==> src/rtl/mux_scan_inv.sv <==
// N-channel selector with per-channel output inversion, a registered output,
// and manual or auto-scan channel selection.
module mux_scan_inv #(
  parameter  int unsigned WIDTH    = 8,
  parameter  int unsigned NCH      = 4,
  parameter  int unsigned SCAN_DIV = 4,
  localparam int unsigned SELW     = $clog2(NCH)
) (
  input  logic                   clk,
  input  logic                   rst,
  input  logic                   en,
  input  logic                   mode,
  input  logic [SELW-1:0]        sel,
  input  logic [NCH*WIDTH-1:0]   din,
  input  logic [NCH-1:0]         inv_mask,
  output logic [WIDTH-1:0]       dout,
  output logic                   dout_valid,
  output logic [SELW-1:0]        cur_ch,
  output logic                   wrap
);

  localparam int unsigned DW = (SCAN_DIV > 1) ? $clog2(SCAN_DIV) : 1;
  localparam logic [SELW-1:0] LastCh = SELW'(NCH - 1);
  localparam logic [DW-1:0]   LastDw = DW'(SCAN_DIV - 1);

  typedef enum logic [1:0] {StIdle, StManual, StScan} state_e;

  state_e            state_q, state_d;
  logic [SELW-1:0]   scan_ch_q, scan_ch_d;
  logic [DW-1:0]     dwell_q, dwell_d;
  logic [SELW-1:0]   ch_base;
  logic [DW-1:0]     dw_base;
  logic [SELW-1:0]   ch_sel;
  logic [WIDTH-1:0]  sel_data;
  logic [WIDTH-1:0]  dout_q;
  logic [SELW-1:0]   cur_ch_q;
  logic              valid_q, wrap_q, wrap_d;

  // Next state, channel choice and scan-counter advance.
  always_comb begin
    state_d   = state_q;
    scan_ch_d = scan_ch_q;
    dwell_d   = dwell_q;
    wrap_d    = 1'b0;
    ch_base   = scan_ch_q;
    dw_base   = dwell_q;
    ch_sel    = scan_ch_q;
    if (!en) begin
      state_d = StIdle;
    end else if (!mode) begin
      state_d = StManual;
      ch_sel  = (sel > LastCh) ? LastCh : sel;
    end else begin
      state_d = StScan;
      // Entering scan from manual restarts at channel 0; from idle it resumes.
      if (state_q == StManual) begin
        ch_base = '0;
        dw_base = '0;
      end
      ch_sel = ch_base;
      wrap_d = (ch_base == LastCh) && (dw_base == LastDw);
      if (dw_base == LastDw) begin
        dwell_d   = '0;
        scan_ch_d = (ch_base == LastCh) ? '0 : ch_base + 1'b1;
      end else begin
        dwell_d   = dw_base + 1'b1;
        scan_ch_d = ch_base;
      end
    end
  end

  always_comb begin
    sel_data = '0;
    for (int k = 0; k < NCH; k++) begin
      if (ch_sel == SELW'(k)) begin
        sel_data = din[k*WIDTH +: WIDTH] ^ {WIDTH{inv_mask[k]}};
      end
    end
  end

  always_ff @(posedge clk or posedge rst) begin
    if (rst) begin
      state_q   <= StIdle;
      scan_ch_q <= '0;
      dwell_q   <= '0;
      dout_q    <= '0;
      cur_ch_q  <= '0;
      valid_q   <= 1'b0;
      wrap_q    <= 1'b0;
    end else begin
      state_q   <= state_d;
      scan_ch_q <= scan_ch_d;
      dwell_q   <= dwell_d;
      valid_q   <= en;
      wrap_q    <= wrap_d;
      if (en) begin
        dout_q   <= sel_data;
        cur_ch_q <= ch_sel;
      end
    end
  end

  assign dout       = dout_q;
  assign dout_valid = valid_q;
  assign cur_ch     = cur_ch_q;
  assign wrap       = wrap_q;

endmodule

==> config.mk <==
export PLATFORM = sky130hd
export DESIGN_NAME = mux_scan_inv
export DESIGN_NICKNAME = d
export VERILOG_FILES = /design/src/rtl/mux_scan_inv.sv
export SDC_FILE = /design/constraint.sdc
export NUM_CORES = 1
export LEC_CHECK = 0
export CORE_MARGIN = 4
export CORE_UTILIZATION = 43
export DETAILED_ROUTE_END_ITERATION = 6
export GPL_TIMING_DRIVEN = 0
export PLACE_DENSITY_LB_ADDON = 0.15
export SYNTH_ARGS = -nofsm -noshare
export SYNTH_HDL_FRONTEND = slang
export SYNTH_SLANG_ARGS = --single-unit
==> constraint.sdc <==
create_clock -name clk -period 2.3 [get_ports clk]
set_clock_uncertainty 0.05 [all_clocks]
set_input_delay 0.345 -clock clk [delete_from_list [all_inputs] [get_ports clk]]
set_output_delay 0.345 -clock clk [all_outputs]
set_load 0.03 [all_outputs]
## After elaboration in Yosys (flattened, before gate mapping)

Index checks and enable logic that the tools add are counted.

| operators by class | value |
|---|---|
| bitwise logic cells | 4 |
| magnitude comparators | 1 |
| equal/unequal tests | 6 |
| add/sub/neg operators | 2 |
| reductions and logical operators | 3 |
| mux-type cells | 20 |

Operators by type and width:

| operator | number |
|---|---|
| 8-bit two-way mux | 4 |
| 8-bit XOR | 4 |
| 2-bit two-way mux | 14 |
| 2-bit equality test (second input constant) | 4 |
| 2-bit by 1-bit adder with 2-bit output (second input constant) | 2 |
| 2-bit by 1-bit equality test with 1-bit output (second input constant) | 2 |
| 2-bit greater-than comparator (second input constant) | 1 |
| 2-bit zero test | 1 |
| 1-bit two-way mux | 2 |
| 2-bit AND reduction | 1 |
| 1-bit logical AND | 1 |

| storage, ports and cells | value |
|---|---|
| logic and storage cells | 43 |
| register bits | 18 |

## Longest topological paths before layout

| depth | value |
|---|---|
| depth after elaboration | 11 |
| mapped depth | 8 |
| mapped depth without buffers | 6 |

## Worst setup path after synthesis

Ideal clock, no wire load.

| timing | value |
|---|---|
| path kind | input to register |
| start | input en |
| end | register dout_q[1], in the netlist dout[1] |
| stages | 7 |
| setup slack | 0.631 ns |
| path buffers | 3 |
| required time | 2.107 ns |
| arrival time | 1.476 ns |
| path through | buf_2 > mux2_4 > and2_4 > buf_6 > buf_8 > o211ai_2 > o221ai_1 |

| between the ends | value |
|---|---|
| longest elaborated chain between the ends | 6 |

Ends and longest elaborated chain:

| element | RTL line | source |
|---|---|---|
| from (decl) | 11 | `input logic en,` |
| 2-bit two-way mux | 48 | `if (!en) begin` |
| 2-bit zero test | 75 | `if (ch_sel == SELW'(k)) begin` |
| 8-bit two-way mux (4 in a row) | 75 |  |
| to (signal assigned) | 97 | `dout_q <= sel_data;` |
| to (decl) | 35 | `logic [WIDTH-1:0] dout_q;` |

Parallel ways exist; a longest one is shown, timed or not.
A chain may end at the register's enable or synchronous reset.

## Final worst setup path

| timing | value |
|---|---|
| start | input mode |
| end | register dout_q[3], in the netlist dout[3] |

| between the ends | value |
|---|---|
| longest elaborated chain between the ends | 7 |

Ends and longest elaborated chain:

| element | RTL line | source |
|---|---|---|
| from (decl) | 12 | `input logic mode,` |
| 2-bit two-way mux * | 50 | `end else if (!mode) begin` |
| 2-bit two-way mux * | 48 |  |
| 2-bit zero test | 75 |  |
| 8-bit two-way mux (3 in a row) | 75 |  |
| 8-bit two-way mux * | 75 |  |

Mark *: on every way between the ends. The rest lies on a longest branch, timed or not.

==> flow_metrics.py <==
metrics = {
    "status": {
        "status": "completed",
    },
    "route": {
        "num_vias": 1212,
        "wl_um": 3370,
        "drcViolationCount": 0,
        "first_pass_iters": 4,
        "viasPerCell": 5.03,
        "ant_nets": 0,
        "drtIter0Drc": 60,
        "wl_per_cell_um": 14.0,
    },
    "synth": {
        "ys_types": 32,
        "yosysTopAreaCellShare_pct": 33.1,
        "synth_enable_flop_cells": 0,
        "synthCells": 144,
        "yosysTopAreaCell": "dfrtp_1",
        "yosys-top-cells-area": "dfrtp_1 33%, xnor2_1 10%, xor2_1 10%",
        "async_reset_ff_share_pct": 100,
        "yosys_warnings": 0,
        "syn-cell-area_um2": 1360,
        "ys_ff_latch": 18,
        "yosysSeqAreaShare_pct": 33.1,
        "synth_fp_nets": 188,
        "synth.avg_cell_area_um2": 9.44,
        "ys_dominant_reg_cell": "dfrtp_1",
        "synth_common_cells": "18 x a21oi_1, 18 x dfrtp_1, 16 x xnor2_1, 16 x xor2_1, 11 x inv_1",
    },
    "setup_path": {
        "critPathLaunchType": "input pin",
        "path_class": "input pin to register",
        "required_ns": 2.41,
        "worstPathCellList": "clkdlybuf4s50_1 -> nand2b_4 -> mux2_4 -> and2_4 -> buf_6 -> buf_8 -> o211ai_2 -> o221ai_1",
        "critPathMaxStageDelay_ns": 0.51,
        "worstPathArrival_ns": 2.12,
        "cp_slowest_cell": "clkdlybuf4s50_1",
        "cp_max_fo": 10,
        "worstSetupEndpointType": "register",
    },
    "placement": {
        "routabilityCongestion": 0.743,
        "dp_hpwl_um": 2810,
        "numPortBuffers": 49,
    },
    "floorplan": {
        "fp.dieArea_um2": 4120,
        "dieHeight_um": 64.2,
        "die_w_um": 64.2,
        "core_region_area_um2": 3030,
        "floorplan.initialDensity_pct": 44.9,
        "num_io_pins": 54,
        "row_count": 20,
    },
    "cts": {
        "clkTransAtPathRegs_ns": 0.10,
        "root_buffer": "clkbuf_4",
        "cts_tree": "yes",
        "cts_resized": 0,
        "cts_htree_levels": 1,
        "numCtsBuffers": 3,
        "hold_buffers": 0,
        "clockBufferDepth": 2,
        "cts_setup_buffers": 0,
        "clock_latency_ns": 0.29,
        "cts_sinks": 18,
    },
    "power_and_ir_drop": {
        "peakVddDrop_mv": 0.252,
        "power_mw": 1.44,
        "powerDensity_nw_per_um2": 743,
        "leakage_nw": 0.798,
    },
    "worst_hold_path": {
        "hp-class": "input pin to async pin",
    },
    "sta": {
        "min_period_ns": 2.00,
        "slew_viol_final": 0,
        "hold_viol": 0,
        "period_share_pct": 87.1,
        "finalSetupTns_ns": 0,
        "tightest_slew_ns": 0.681,
        "setup_viol": 0,
        "rsz0062_at_grt": "false",
        "clock.fmax_mhz": 499,
        "relSlewSlack_pct": 54.6,
    },
    "grt": {
        "grtUsageTotal_pct": 17.5,
        "antenna_found_initial": 0,
        "grt_pass1_wl_um": 5750,
        "grt_max_degree": 19,
        "grt.overflow.total": 0,
        "grt_pass1_vias": 1312,
    },
    "layout": {
        "diodes": 0,
        "nets": 242,
        "drive_gt1_share_pct": 11.2,
        "areaGrowthSynthToFinish_pct": 42.8,
    },
    "job": {
        "drv_cap": 0,
    },
}
[worst paths after layout]
kind	to	depth (start not counted)	slack (ns)	start
min in group clk	cur_ch[0]$_DFFE_PP0P_	1	0.44	cur_ch[0]$_DFFE_PP0P_
worst min-delay path	state_q[0]$_DFF_PP0_	2	0.39	rst
worst max-delay path	dout[3]$_DFFE_PP0P_	8	0.30	mode
max in group asynchronous	scan_ch_q[1]$_DFFE_PP0P_	2	1.38	rst
worst min register to register	cur_ch[0]$_DFFE_PP0P_	1	0.44	cur_ch[0]$_DFFE_PP0P_
worst max register to register	dout[3]$_DFFE_PP0P_	8	0.47	state_q[0]$_DFF_PP0_
[stage by stage]
stage | worst slack (ns) | hold WS, ns | cell area, um2 | std cells | util [%]
floorplan | 0.631 | 0.234 | 1360 | 144 | -
global placement | 0.0365 | 0.416 | 1900 | 237 | 62.9
detailed placement | -0.0245 | 0.431 | 1900 | 237 | 62.9
CTS | 0.286 | 0.415 | 1940 | 241 | 64.1
global route | 0.250 | 0.452 | 1940 | 241 | 64.1
finish | 0.296 | 0.387 | 1940 | 241 | 64.1
[power by group]
part	internal [mW]	leakage (nW)	switching, mW
Combinational	0.366	0.556	0.422
Sequential	0.405	0.221	0.0536
Clock	0.0965	0.0210	0.0997
Total	0.867	0.798	0.575
[placed cells by master (no fill, tap or decap)]
| master | netlist | layout |
|---|---|---|
| o221ai_1 | 7 | 7 |
| clkbuf_1 | 6 | 6 |
| o211ai_2 | 8 | 8 |
| inv_1 | 11 | 11 |
| dfrtp_1 | 18 | 18 |
| buf_6 | 1 | 1 |
| clkbuf_8 | 0 | 1 |
| nor2b_1 | 1 | 1 |
| ha_1 | 2 | 2 |
| and2_4 | 1 | 1 |
| and2_1 | 4 | 4 |
| o221ai_2 | 1 | 1 |
| nand3_1 | 9 | 9 |
| xor2_1 | 16 | 16 |
| buf_2 | 1 | 1 |
| buf_8 | 1 | 1 |
| nand2_1 | 2 | 2 |
| nand2b_4 | 1 | 1 |
| xnor2_1 | 16 | 16 |
| a31oi_1 | 2 | 2 |
| nand3_2 | 1 | 1 |
| nor2_1 | 2 | 2 |
| clkdlybuf4s50_1 | 0 | 49 |
| and3_1 | 1 | 1 |
| o21a_1 | 2 | 2 |
| nand2b_1 | 1 | 1 |
| mux2_2 | 1 | 1 |
| mux2_4 | 1 | 1 |
| o21ai_0 | 2 | 2 |
| and2b_1 | 2 | 2 |
| clkbuf_2 | 1 | 1 |
| buf_1 | 3 | 3 |
| a32o_1 | 1 | 1 |
| clkbuf_4 | 0 | 3 |
| a21oi_1 | 18 | 18 |
[worst max-delay path, delay by kind of cell]
family	cells	cell delay, ns
muxes	1	0.31
AOI/OAI and AO/OA	2	0.32
buffers and inverters	3	0.78
and+or+nand+nor	2	0.36
[state kept, by name (all words and copies together) (netlist names)]
register and flops:
dout 8, cur_ch 2, dwell_q 2, scan_ch_q 2, state_q 2, dout_valid 1
wrap 1
[cells by family after synthesis]
kind of cell,share of synthesized area [%]
fa+ha+maj,1.84
flops,33.1
xor+xnor,20.6
compound gates,23.1
simple gates,11.1
buf+inv,8.19
mux,1.93
[metal layers]
layer  GRT usage [%]  up-vias  wire length (um)
met1            18.9      555              1300
met5               0        -                 0
met3            3.51        8               191
met4            5.01        0                48
li1                -      599                 -
met2            33.7       50              1840
[final cells by class]
class                   count  area [um2]
flip-flops and latches     18         450
well taps                  44        55.1
plain buffers              13        70.1
multi-input cells         102         797
inverters                  11        41.3
clock buffers               4        36.3
repair buffers             49         490
fillers                   283        1090
(Power assumes the default switching activity.)
